## src/rtl/sync_adder.sv

```systemverilog
// sync_adder: registered ripple-carry a+b+cin; define SYNC_ADDER_INREG_EN for an extra input register stage (2-cycle latency)
module sync_adder #(
    parameter int WIDTH = 8
) (
    input  logic             clk,
    input  logic             rst,
    input  logic [WIDTH-1:0] a,
    input  logic [WIDTH-1:0] b,
    input  logic             cin,
    output logic [WIDTH-1:0] s,
    output logic             cout
);
    logic [WIDTH-1:0] w_a, w_b, w_sum;
    logic             w_cin;
    logic [WIDTH:0]   w_c;
    logic [WIDTH-1:0] r_s;
    logic             r_cout;
`ifdef SYNC_ADDER_INREG_EN
    logic [WIDTH-1:0] r_a, r_b;
    logic             r_cin;
    always_ff @(posedge clk) begin
        if (rst) begin
            r_a   <= '0;
            r_b   <= '0;
            r_cin <= 1'b0;
        end else begin
            r_a   <= a;
            r_b   <= b;
            r_cin <= cin;
        end
    end
    assign w_a   = r_a;
    assign w_b   = r_b;
    assign w_cin = r_cin;
`else
    assign w_a   = a;
    assign w_b   = b;
    assign w_cin = cin;
`endif
    assign w_c[0] = w_cin;
    for (genvar i = 0; i < WIDTH; i++) begin : g_fa
        assign w_sum[i]  = w_a[i] ^ w_b[i] ^ w_c[i];
        assign w_c[i+1]  = (w_a[i] & w_b[i]) | (w_c[i] & (w_a[i] ^ w_b[i]));
    end
    always_ff @(posedge clk) begin
        if (rst) begin
            r_s    <= '0;
            r_cout <= 1'b0;
        end else begin
            r_s    <= w_sum;
            r_cout <= w_c[WIDTH];
        end
    end
    assign s    = r_s;
    assign cout = r_cout;
endmodule

```

## config.mk

```make
export PLATFORM = sky130hd
export DESIGN_NAME = sync_adder
export DESIGN_NICKNAME = d
export VERILOG_FILES = /design/src/rtl/sync_adder.sv
export SDC_FILE = /design/constraint.sdc
export NUM_CORES = 1
export LEC_CHECK = 0
export CORE_UTILIZATION = 32
export CTS_BUF_LIST = sky130_fd_sc_hd__clkbuf_8
export DETAILED_ROUTE_END_ITERATION = 10
export PLACE_DENSITY = 0.76
export SKIP_CTS_REPAIR_TIMING = 1
export SKIP_LAST_GASP = 1
export SLEW_MARGIN = 0
export SYNTH_ARGS = -nofsm -noshare
export SYNTH_HDL_FRONTEND = slang
export SYNTH_SLANG_ARGS = --single-unit
```

## constraint.sdc

```tcl
create_clock -name clk -period 4.1 [get_ports clk]
set_clock_uncertainty 0.05 [all_clocks]
set_input_delay 1.23 -clock clk [delete_from_list [all_inputs] [get_ports clk]]
set_output_delay 1.23 -clock clk [all_outputs]
set_load 0.02 [all_outputs]
```

# Word level (Yosys, flattened, before mapping)
# Index checks and enable logic that the tools add are counted.
# classes
n_bitwise	40
# op_table
op	count
AND 1 bit	16
bitwise XOR 1 bit	16
bitwise OR 1 bit	8
# word_totals
in_bits	19
elab_cells	42
reg_bits	9
out_inout_bits	9

# Longest topological paths before layout
# Gate-level depths: netlist of run 1.
# logic_depth
ltp_word	17
ltp_mapped	12
depth_no_buf	12

# Least setup slack after synthesis of run 1
# OpenSTA, ideal clock, no wires.
# synth_path
path_type	input-to-reg
from	input port a[0]
to	register r_s[7], in the netlist s[7]
n_path_buf	0
stages	12
t_required_ps	3986
setup_ps	64
path_slack_ps	-308
arrival_time_ps	4294
cell_sequence	fa_1 inv_1 fa_1 inv_1 fa_1 fa_1 fa_1 fa_1 fa_1 inv_1 fa_1 nor2_1
# synth_via
elab_chain_len	16
word_cells_on_any_way	17
classes_between	bitwise (17)
# synth_lines
element	line_no	rtl
start, declared	7	input logic [WIDTH-1:0] a,
bitwise XOR 1 bit	43	assign w_c[i+1] = (w_a[i] & w_b[i]) | (w_c[i] & (w_a[i] ^ w_b[i]));
AND 1 bit	43	
bitwise OR 1 bit (*)	43	
AND 1 bit (*)	43	
bitwise OR 1 bit (*)	43	
AND 1 bit (*)	43	
bitwise OR 1 bit (*)	43	
AND 1 bit (*)	43	
bitwise OR 1 bit (*)	43	
AND 1 bit (*)	43	
bitwise OR 1 bit (*)	43	
AND 1 bit (*)	43	
bitwise OR 1 bit (*)	43	
AND 1 bit (*)	43	
bitwise OR 1 bit (*)	43	
bitwise XOR 1 bit (*)	42	assign w_sum[i] = w_a[i] ^ w_b[i] ^ w_c[i];
end signal, assigned	50	r_s <= w_sum;
end, declared	16	logic [WIDTH-1:0] r_s;
# Every way passes the cells marked *; elsewhere a longest branch is shown, timed or not.
# A chain may end at the register's enable or synchronous reset.

# Worst setup path after layout of run 1
# Ends and elaborated chain as after synthesis.

==> impl_metrics.yaml, run 1 <==
critical_path:
  crit_family: "adder cells"
  critPathLaunchType: "primary input"
  crit_chain: "buf_6 > fa_2 > inv_2 > fa_2 > inv_2 > fa_2 > fa_2 > fa_2 > fa_2 > fa_2 > inv_2 > fa_1 > nor2_1"
  cp.required_ns: 4.22
  crit_path_frequent_cell: "fa_2"
  critical_path.max_fanout: 1
  crit_arrival_ns: 4.40
  end_kind: "flip-flop"
  critPathKind: "primary input to flip-flop"
  cp_num_buf_inv: 4
  cpPeakStageDelay_ns: 0.40
  crit_path_top_delay_cell: "fa_1"
global_routing:
  grt_overflow_total: 0
  use_met1: 0.2119
  track_usage: 0.1768
  gr-max-usage-layer: "met2"
  grt_max_degree: 10
  grtUsageMet3: 0.09302
  use_met2: 0.2458
  grt_pass1_wl_um: 1518
  grt_pass1_vias: 326
  antenna_found_initial: 0
sta:
  rsz0062_at_grt: "yes"
  maxSlewViolCount: 0
  min_period_ns: 4.282
  hold-worst-slack_ns: 1.350
  worstMarginPinSlew_ns: 0.3389
  setup_violations: 1
  hold_viol: 0
  max-slew-margin-rel: 0.7734
  max_freq_mhz: 233.5
  finalSetupTns_ns: -0.1820
  period_share: 1.044
  layout_setup_ws_ns: -0.1820
detailed_routing:
  antenna_left: 0
  vias: 313
  drc: 0
  finalWirelength_um: 946
  routedWlPerCell_um: 12.13
  dr.first_iter.drc_count: 3
  first_pass_iters: 2
  vias_per_cell: 4.013
floorplan:
  num_rows: 12
  core_sq_um: 1156
  start_util: 0.3593
  die_area_sq_um: 1446
  die_h_um: 38.03
  io-pin-count: 28
  die_x_um: 38.03
place:
  dp.cells: 74
  place_congestion: 0.6379
  dp_hpwl_um: 738.4
  port_buffers: 27
  place_area_sq_um: 713.2
cts:
  cts.reportedPaths.clkPinSlew_ns: 0.05
  h-tree-depth: 1
  clockBufferDepth: 2
  cts_made_buffers: 3
  clockRootBuffer: "clkbuf_8"
  cts_tree: "yes"
  clkSinkCount: 9
finish:
  area_delta_synth_final_pct: 82.23
  final_cell_mix: "clkdlybuf4s50_1 (24), dfxtp_1 (9), fa_2 (7)"
  fill_cells: 92
  final_cells: 78
  fin_nets: 92
  drive_above_1_share: 0.2500
  final_common_cell: "clkdlybuf4s50_1"
  final_area_sq_um: 757.0
  n_antenna_cell: 0
synthesis:
  synth_fp_nets: 60
  yosys_warnings: 0
  avgSynthCellArea_sq_um: 12.59
  seq_area_frac_synth: 0.4337
  synthCells: 33
  netlist_area_sq_um: 415.4
  synth_cell_types: 5
  ys_ff_latch: 9
power:
  ir_drop_uv: 195.6
  powerDensity_nw_per_um2: 375.7
  p_leak_nw: 0.3135
  total_power_uw: 284.4
worst_hold_path:
  hold_class: "primary input to flip-flop"
run_status:
  violations: "setup timing"
  status: "finished with violations"
run:
  drv_cap: 0
==> through the flow <==
stage,setup WS (ns),util
floorplan,-0.1745,-
global placement,-0.7072,0.6169
detailed placement,-0.7818,0.6169
CTS,-0.5761,0.6558
global route,-0.3250,0.6548
finish,-0.1820,0.6548
==> worst paths after layout <==
path	endpoint	startpoint	cells past startpoint	slack [ns]
worst max-delay path	s[7]	a[0]	13	-0.18
worst min-delay path	s[0]	a[0]	3	1.35
==> cell families after synthesis <==
family        Yosys count  share of synthesized area
buf+inv                 7                    0.06326
simple gates            9                     0.1175
fa+ha+maj               8                     0.3855
flops                   9                     0.4337
==> cell type report <==
class	instances	area, sq um	share of cell area
multi-input combinational	17	226.5	0.2992
inverter	7	26.28	0.03471
sequential	9	180.2	0.2380
tap	14	17.52	0.02314
clock buffer	3	41.29	0.05455
clock inverter	1	3.754	0.004959
timing repair buffer	27	261.5	0.3455
==> report_power, final <==
group	switching [mW]	leakage [nW]	internal, mW
Combinational	0.0352	0.212	0.0465
Clock	0.0364	0.0269	0.0653
Sequential	0.00243	0.0750	0.0986
==> synth_stat cells <==
cell | number | area, sq um
nor2b_1 | 6 | 37.54
fa_1 | 8 | 160.2
nor2_1 | 3 | 11.26
inv_1 | 7 | 26.28
dfxtp_1 | 9 | 180.2
==> sequential cells by signal (all words and copies together), names as in the netlist <==
signal,cells
cout,1
s,8
==> tightest hold or removal path: stages <==
cell and delay [ns]:
buf_6 0.07, fa_2 0.18, nor2b_1 0.11
==> layer usage <==
metal | vias to the layer above | wire length, um
li1 | 153 | -
met1 | 143 | 409
met2 | 17 | 440
met3 | 0 | 96
met4 | 0 | 0
met5 | - | 0
(Power assumes the default switching activity.)
==> run 2, diff against run 1 <==
- ABC_CLOCK_PERIOD_IN_PS: default -> 4100
- CORE_MARGIN: default -> 2
==> run 2 against run 1 <==
Effect of this change:
- the flow still finishes with violations (setup timing)
- die area up 11%
- non-clock buffer count unchanged
- clock-buffer cell count unchanged
- critical endpoint unchanged
==> impl_metrics.yaml, run 2 (synthesized netlist as in run 1, its figures left out) <==
run_status:
  status: "finished with violations"
  violations: "setup timing"
power:
  ir_drop_uv: 125.5
  clkPwrFrac: 0.361
  p_int_uw: 211.0
  powerDensity_nw_per_um2: 370.6
  seqPwrFrac: 0.355
  p_leak_nw: 0.3210
  pwr-share-comb: 0.284
  switching_power_uw: 72.77
  p_sw_frac: 0.2564
global_routing:
  grt_max_degree: 10
  track_usage: 0.1419
  grtUsageMet3: 0.03333
  grt_overflow_total: 0
  gr-max-usage-layer: "met2"
  use_met1: 0.1789
  grt_pass1_wl_um: 1393
  grt_pass1_vias: 304
  use_met2: 0.2218
  antenna_found_initial: 0
finish:
  fin_util: 0.6623
  fin_nets: 92
  final_cell_mix: "clkdlybuf4s50_1 (24), dfxtp_1 (9), fa_2 (7)"
  drive_above_1_share: 0.2500
  area_delta_synth_final_pct: 84.34
  final_area_sq_um: 765.7
  largest_reg_flops: 8
  final_common_cell: "clkdlybuf4s50_1"
  n_antenna_cell: 0
critical_path:
  critPathLaunchType: "primary input"
  crit_chain: "dlymetal6s2s_1 > fa_2 > inv_2 > fa_2 > inv_2 > fa_2 > fa_2 > fa_2 > fa_2 > fa_2 > inv_2 > fa_1 > nor2_1"
  cpPeakStageDelay_ns: 0.40
  critical_path.max_fanout: 1
  crit_path_frequent_cell: "fa_2"
  crit_path_top_delay_cell: "fa_2"
  crit_arrival_ns: 4.40
  cp.required_ns: 4.22
  end_kind: "flip-flop"
  critPathKind: "primary input to flip-flop"
sta:
  layout_setup_ws_ns: -0.1799
  min_period_ns: 4.280
  max-slew-margin-rel: 0.7913
  maxSlewViolCount: 0
  max_freq_mhz: 233.6
  hold_viol: 0
  setup_violations: 1
  period_share: 1.044
  rsz0062_at_grt: "yes"
  hold-worst-slack_ns: 1.348
  worstMarginPinSlew_ns: 0.3121
cts:
  clkSinkCount: 9
  h-tree-depth: 1
  clockBufferDepth: 2
  clockRootBuffer: "clkbuf_8"
  cts_made_buffers: 3
  cts_tree: "yes"
  cts.reportedPaths.clkPinSlew_ns: 0.05
place:
  port_buffers: 27
  dp_hpwl_um: 733.6
  place_congestion: 0.7088
  place_area_sq_um: 713.2
detailed_routing:
  vias: 314
  routedWlPerCell_um: 11.41
  antenna_left: 0
  vias_per_cell: 4.026
  drc: 0
  first_pass_iters: 2
  dr.first_iter.drc_count: 1
  finalWirelength_um: 890
floorplan:
  die_x_um: 40.03
  die_area_sq_um: 1602
  core_sq_um: 1156
  num_rows: 12
  start_util: 0.3593
  die_h_um: 40.03
  io-pin-count: 28
worst_hold_path:
  whs_path_depth: 3
  hold_class: "primary input to flip-flop"
run:
  drv_cap: 0
## run 2: cell count changes in the layout (fill, tap and decap cells not counted), sizes merged
cell / change
clkbuf: -1
inv: -1
clkinv: +1
dlymetal6s2s: +1
## run 2: routing by layer
metal  up-vias  share of wire
met5         -              0
met4         0          0.037
met3         4          0.075
met2        15           0.47
met1       142           0.42
li1        153              -
## run 2: worst max-delay path, delay by kind of cell
family	cells	cell delay, ns
and+or+nand+nor	1	0.08
adders and majority gates	8	2.77
buffers and inverters	4	0.31
## run 2: final cells by class
| cell class | count | area [sq um] |
|---|---|---|
| Inverter | 7 | 26.28 |
| Sequential cell | 9 | 180.2 |
| Timing Repair Buffer | 27 | 269.0 |
| Clock buffer | 3 | 41.29 |
| Fill cell | 93 | 390.4 |
| Clock inverter | 1 | 5.005 |
| Tap cell | 14 | 17.52 |
| Multi-Input combinational cell | 17 | 226.5 |
## run 2: per-stage QoR
stage / setup TNS (ns) / cells / setup slack [ns] / power, mW
2_1_floorplan: -0.1745 / 33 / -0.1745 / 0.1366
3_3_place_gp: -1.650 / 74 / -0.7229 / 0.1795
3_5_place_dp: -1.781 / 74 / -0.7536 / 0.1826
4_1_cts: -1.003 / 78 / -0.5265 / 0.2841
5_1_grt: -0.4124 / 78 / -0.3153 / 0.2997
6_report: -0.1799 / 78 / -0.1799 / 0.2838
## run 2: worst paths after layout
| path | start | endpoint |
|---|---|---|
| setup / recovery | a[0] | s[7] |
| hold / removal | cin | s[0] |
## run 2: power groups by stage
stage	sequential (mW)	combinational (mW)	clock [mW]
2_1_floorplan	0.117	0.0199	0
3_3_place_gp	0.102	0.0771	0
3_5_place_dp	0.102	0.0802	0
4_1_cts	0.101	0.0805	0.103
5_1_grt	0.102	0.0906	0.108
6_report	0.101	0.0806	0.102
